<file path="config.mk">
export PLATFORM = sky130hd
export DESIGN_NAME = ws2811_bit_encoder
export DESIGN_NICKNAME = d
export VERILOG_FILES = /design/src/rtl/ws2811_pkg.sv /design/src/rtl/ws2811_hold_reg.sv /design/src/rtl/ws2811_bit_encoder.sv
export SDC_FILE = /design/constraint.sdc
export NUM_CORES = 1
export LEC_CHECK = 0
export BUFFER_PORTS_ARGS = -buffer_cell sky130_fd_sc_hd__buf_2
export CAP_MARGIN = 40
export CORE_UTILIZATION = 37
export CTS_BUF_LIST = sky130_fd_sc_hd__clkbuf_8
export DETAILED_ROUTE_END_ITERATION = 10
export PLACE_DENSITY = 0.6
export SLEW_MARGIN = 5
export SYNTH_ARGS = -nofsm -noshare
export SYNTH_HDL_FRONTEND = slang
export SYNTH_SLANG_ARGS = --single-unit
</file>
<file path="constraint.sdc">
create_clock -name ACLK -period 2.2 [get_ports ACLK]
set_input_delay 0.33 -clock ACLK [delete_from_list [all_inputs] [get_ports ACLK]]
set_output_delay 0.33 -clock ACLK [all_outputs]
set_load 0.01 [all_outputs]
</file>
<file path="src/rtl/ws2811_pkg.sv">
// Shared WS2811/WS2812 encoder types and default timing, common to the encoder and the fader.
// Timing constants are in core clocks at 100 MHz.
package ws2811_pkg;

  typedef enum logic [2:0] {
    ST_IDLE,
    ST_HIGH,
    ST_LOW,
    ST_GAP,
    ST_LATCH
  } enc_state_t;

  typedef struct packed {
    logic [7:0] g;
    logic [7:0] r;
    logic [7:0] b;
  } pixel_t;

  localparam int unsigned PIXEL_BITS    = 24;
  localparam int unsigned DEF_T0H_CYC   = 30;
  localparam int unsigned DEF_T1H_CYC   = 60;
  localparam int unsigned DEF_TBIT_CYC  = 125;
  localparam int unsigned DEF_RESET_CYC = 5000;

  function automatic int unsigned max2(input int unsigned a, input int unsigned b);
    return (a > b) ? a : b;
  endfunction

endpackage

</file>
<file path="src/rtl/ws2811_hold_reg.sv">
// One-entry pixel buffer: accepted pixel visible in hold the same edge; ready is registered
// and low whenever the entry is full, so the producer stalls until the encoder takes it.
module ws2811_hold_reg
  import ws2811_pkg::*;
(
  input  logic   clk,
  input  logic   rst,
  input  pixel_t data,
  input  logic   last,
  input  logic   valid,
  output logic   ready,
  input  logic   take,
  output pixel_t hold,
  output logic   hold_last,
  output logic   hold_valid
);

  logic accept;
  logic valid_nxt;

  assign accept    = valid && ready;
  // A take and an accept in the same cycle leave the entry full with the new pixel.
  assign valid_nxt = accept || (hold_valid && !take);

  always_ff @(posedge clk or posedge rst) begin
    if (rst) begin
      hold_valid <= 1'b0;
      ready      <= 1'b0;
      hold       <= '0;
      hold_last  <= 1'b0;
    end else begin
      hold_valid <= valid_nxt;
      ready      <= !valid_nxt;
      if (accept) begin
        hold      <= data;
        hold_last <= last;
      end
    end
  end

endmodule

</file>
<file path="src/rtl/ws2811_bit_encoder.sv">
// Serialises GRB pixels MSB first into the WS2811 NRZ waveform and appends the latch period.
// dout rises one edge after a pixel lands in an empty encoder; s_ready drops while a pixel is held.
module ws2811_bit_encoder
  import ws2811_pkg::*;
#(
  parameter int unsigned T0H_CYC   = DEF_T0H_CYC,
  parameter int unsigned T1H_CYC   = DEF_T1H_CYC,
  parameter int unsigned TBIT_CYC  = DEF_TBIT_CYC,
  parameter int unsigned RESET_CYC = DEF_RESET_CYC
) (
  input  logic        ACLK,
  input  logic        ARESET,
  input  logic [23:0] s_pixel,
  input  logic        s_last,
  input  logic        s_valid,
  output logic        s_ready,
  output logic        dout,
  output logic        busy,
  output logic        frame_done,
  output logic        underrun
);

  localparam int unsigned CW = $clog2(max2(TBIT_CYC, RESET_CYC) + 1);

  localparam logic [CW-1:0] T0H_END   = CW'(T0H_CYC - 1);
  localparam logic [CW-1:0] T1H_END   = CW'(T1H_CYC - 1);
  localparam logic [CW-1:0] TBIT_END  = CW'(TBIT_CYC - 1);
  localparam logic [CW-1:0] RESET_END = CW'(RESET_CYC - 1);
  localparam logic [4:0]    LAST_BIT  = 5'(PIXEL_BITS - 1);

  if (!(T0H_CYC > 0 && T0H_CYC < T1H_CYC && T1H_CYC < TBIT_CYC && RESET_CYC > 0))
  begin : g_bad_timing
    $error("ws2811_bit_encoder: need 0 < T0H_CYC < T1H_CYC < TBIT_CYC and RESET_CYC > 0");
  end

  enc_state_t    state, state_nxt;
  logic [CW-1:0] cnt, cnt_nxt;
  logic [23:0]   shift, shift_nxt;
  logic [4:0]    bit_idx, bit_nxt;
  logic          cur_last, last_nxt;
  logic          load;
  logic          underrun_nxt;
  logic          frame_done_nxt;

  pixel_t        hold;
  logic          hold_last;
  logic          hold_valid;

  ws2811_hold_reg u_hold (
    .clk        (ACLK),
    .rst        (ARESET),
    .data       (pixel_t'(s_pixel)),
    .last       (s_last),
    .valid      (s_valid),
    .ready      (s_ready),
    .take       (load),
    .hold       (hold),
    .hold_last  (hold_last),
    .hold_valid (hold_valid)
  );

  always_ff @(posedge ACLK or posedge ARESET) begin
    if (ARESET) begin
      state      <= ST_IDLE;
      cnt        <= '0;
      shift      <= '0;
      bit_idx    <= '0;
      cur_last   <= 1'b0;
      underrun   <= 1'b0;
      frame_done <= 1'b0;
    end else begin
      state      <= state_nxt;
      cnt        <= cnt_nxt;
      shift      <= shift_nxt;
      bit_idx    <= bit_nxt;
      cur_last   <= last_nxt;
      underrun   <= underrun_nxt;
      frame_done <= frame_done_nxt;
    end
  end

  // cnt counts clocks from the start of the current bit period (or latch period).
  always_comb begin
    state_nxt      = state;
    cnt_nxt        = cnt + 1'b1;
    shift_nxt      = shift;
    bit_nxt        = bit_idx;
    last_nxt       = cur_last;
    load           = 1'b0;
    underrun_nxt   = 1'b0;
    frame_done_nxt = 1'b0;

    case (state)
      ST_IDLE: begin
        cnt_nxt = '0;
        load    = hold_valid;
      end
      ST_HIGH: begin
        if (cnt == (shift[23] ? T1H_END : T0H_END)) state_nxt = ST_LOW;
      end
      ST_LOW: begin
        if (cnt == TBIT_END) begin
          if (bit_idx != LAST_BIT) begin
            state_nxt = ST_HIGH;
            cnt_nxt   = '0;
            shift_nxt = {shift[22:0], 1'b0};
            bit_nxt   = bit_idx + 5'd1;
          end else if (cur_last) begin
            state_nxt = ST_LATCH;
            cnt_nxt   = '0;
          end else if (hold_valid) begin
            load = 1'b1;
          end else begin
            underrun_nxt = 1'b1;
            state_nxt    = ST_GAP;
            cnt_nxt      = '0;
          end
        end
      end
      ST_GAP: begin
        cnt_nxt = '0;
        load    = hold_valid;
      end
      ST_LATCH: begin
        if (cnt == RESET_END) begin
          frame_done_nxt = 1'b1;
          if (hold_valid) begin
            load = 1'b1;
          end else begin
            state_nxt = ST_IDLE;
            cnt_nxt   = '0;
          end
        end
      end
      default: begin
        state_nxt = ST_IDLE;
        cnt_nxt   = '0;
      end
    endcase

    // Loading starts the first bit immediately, which keeps pixel boundaries seamless.
    if (load) begin
      state_nxt = ST_HIGH;
      cnt_nxt   = '0;
      shift_nxt = hold;
      bit_nxt   = '0;
      last_nxt  = hold_last;
    end
  end

  assign dout = (state == ST_HIGH);
  assign busy = (state != ST_IDLE);

endmodule

</file>
==> metrics.cfg <==
[status]
status=complete, but fails checks
failed_checks=setup timing

[power]
p_clk_share_pct=37.9
p_sw_share_pct=21.8
vdd_drop_max_mv=0.380
leakage_nw=1.97
pwr-share-seq_pct=54.1
internal_power_w=0.00237
combPwrFrac_pct=8.0
powerDensity_mw_per_mm2=678
power_switching_w=0.000662

[clock_network]
h-tree-depth=3
clock-sinks=75
tritoncts=done
hold_buffers=0
clockBufferDepth=2
numCtsBuffers=9
clkTransAtPathRegs_ns=0.08
worstSkewPairLatency_ns=0.34
cts_root_buffer=clkbuf_8

[run]
cap_viol_max_count=0

[sta]
slew_violations=0
hold_violations=0
skew_ns=0.00882
finalSetupViolations=7
hold_slack_ns=0.0356
setup_slack_ns=-0.0132
min_period_ns=2.21
tns_ns=-0.0773
tightest_slew_ns=0.555
finalCritPeriodShare_pct=101
fmax_mhz=452
grt_setup_unrepaired=true
slew_headroom_pct=63.0

[worst_setup_path]
critical_path.cell_chain=ha_2, or4b_4, o31ai_4, mux2_2, nor2_1, o31ai_4, clkbuf_16, nor2_4
r2r_cells=8
crit_path_top_delay_cell=or4b_4
crit_fanout=7
startpoint_type=flip-flop
r2r_end=cnt[12]
end_kind=flip-flop
crit_type=flip-flop to flip-flop
crit_top_cell=o31ai_4
r2r_slack_ns=-0.01
arrival_ns=2.43
cp_data_required_time_ns=2.42
max_stage_delay_ns=0.49
r2r-start=cnt[1]

[detailed_routing]
ant_nets=0
via_count=2479
totalWireLength_um=6690
drtIter0Drc=120
drtPass1Iterations=4
drc=0
via_per_inst=5.02
avgRoutedWirePerCell_um=13.5

[floorplan]
ios=33
design.die.area_mm2=0.00977
core_mm2=0.00889
start_util_pct=39.0
rows=34
die_w_um=98.8
die_y_um=98.8

[synth]
synth.area.top_cells=dfrtp_1 (54%), mux2_2 (8.4%), mux2i_1 (6.9%)
synth_compound_area_share_pct=6.53
ys_top_cells_by_count=dfrtp_1 (75), nand2_1 (38), nor2_1 (32), mux2_2 (26), mux2i_1 (24)
synthAdderAreaFrac_pct=1.08
avgSynthCellArea_um2=11.0
synth-seq-area-share_pct=54.1
syn_nets=345
synth_flop_cell=dfrtp_1
synth_xor_area_share_pct=3.79
synth_edf_count=0
synth_top_cell_by_area=dfrtp_1
synthSimpleGateAreaFrac_pct=15.8
syn-instance-count=314
yosysWarnings=0
muxShareOfSynthArea_pct=15.4
synth.most_common_cell=dfrtp_1
synth.distinct_cells=41
synth_top_area_share_pct=54.1
synth_top_family_by_area=simple AND/OR/NAND/NOR gates
synthArstFlopShare_pct=100
synthesis.area_mm2=0.00347
ys_ff_latch=75

[layout]
fillerInstances=811
syn_to_final_growth_pct=29.0
seqCellArea_mm2=0.00188
final_nets=412
multi_input_area_mm2=0.00163
final_layout_size_suffix_gt1_share_pct=37.8
diodes=0

[placement]
gp_congestion=0.844
hpwlAfterDp_um=4490
io_buffer_count=32

[global_routing]
grt_pass1_vias=2508
grt_antenna_before_repair=0
grt_overflow=0
grt_pass1_wl_um=11400
grt_max_degree=38
grt_usage_pct=14.7

[min_path]
hold_path.class=primary input to asynchronous set/reset pin

==> worst max path at each step <==
stage	startpoint	endpoint	slack, ns	depth (start not counted)
floorplan	cnt[0]	shift[3]	0.0008	8
global placement	cnt[7]	bit_idx[3]	-0.05	8
detailed placement	cnt[7]	shift[2]	-0.06	7
CTS	cnt[11]	state[0]	0.002	8
global route	cnt[1]	cnt[7]	-0.08	8
finish	cnt[1]	cnt[12]	-0.01	8
==> area by class of cell <==
type,count,share of cell area [%]
clock buffer,10,3.08
tap,108,3.02
multi-input combinational,216,36.5
inverter,6,0.587
timing repair buffer,73,13.1
clock inverter,6,1.82
sequential,75,41.9
==> per-stage QoR <==
step	power (W)	utilization, %	instances	area, um^2	setup slack, ns
6_report	0.00303	50.3	494	4470	-0.0132
3_3_place_gp	0.00190	44.7	468	3970	-0.0491
2_1_floorplan	0.00182	-	314	3480	0.000790
5_1_grt	0.00318	50.3	494	4470	-0.0838
4_1_cts	0.00307	48.2	487	4280	0.00171
3_5_place_dp	0.00191	44.7	468	3970	-0.0578
==> registers in the layout, summed over array words and instances, names as in the netlist <==
signal             cells
bit_idx                5
cnt                   13
cur_last               1
frame_done             1
shift                 24
state                  3
u_hold.hold           24
u_hold.hold_last       1
u_hold.hold_valid      1
u_hold.ready           1
underrun               1
==> worst max-delay path: cells and delay by family, from the launching register on <==
family                     cells  cell delay (ns)
DFF                            1             0.37
AOI/OAI and AO/OA              2             0.54
muxes                          1             0.19
adders and majority gates      1             0.18
buffers and inverters          1             0.25
and+or+nand+nor                3             0.57
==> cells in the final DEF, fill, tap and decap left out, types with 9 or more instances in the layout <==
| master | instances |
|---|---|
| mux2i_1 | 21 |
| mux2_2 | 26 |
| buf_4 | 29 |
| xor2_1 | 9 |
| clkbuf_8 | 10 |
| nor2_1 | 23 |
| nand2_1 | 35 |
| buf_2 | 32 |
| o21ai_1 | 19 |
| dfrtp_1 | 75 |
==> metal layers <==
layer  up-vias  track usage (%)  part of all wire (%)
li1       1219                -                     -
met1      1207             18.9                    47
met2        40             24.0                    48
met3        13             3.26                   3.1
met4         0             5.86                   1.9
met5         -                0                     0
==> power groups by stage <==
stage	Combinational [W]	Sequential, W	Clock (W)
after detailed placement	0.000247	0.00167	0
after CTS	0.000247	0.00164	0.00119
final	0.000243	0.00164	0.00115
after global routing	0.000272	0.00167	0.00124
after floorplan	0.000187	0.00163	0
after global placement	0.000236	0.00166	0
==> repair_timing <==
item                       in CTS  in global routing
setup buffers                   1                  6
setup endpoints to repair      41                 48
resized for setup              10                 49
pin swaps                       3                 18
gates cloned                    2                  1
==> cells by family (layout without fill, tap and decap cells) <==
group,count (synthesis),count (layout)
buffers and inverters,23,95
adder cells (fa/ha/maj),3,3
flip-flops,75,75
AO/OA/AOI/OAI,38,38
multiplexers,50,50
AND/OR/NAND/NOR,110,110
XOR/XNOR,15,15
Note: power is estimated with default switching activity, not from simulation.
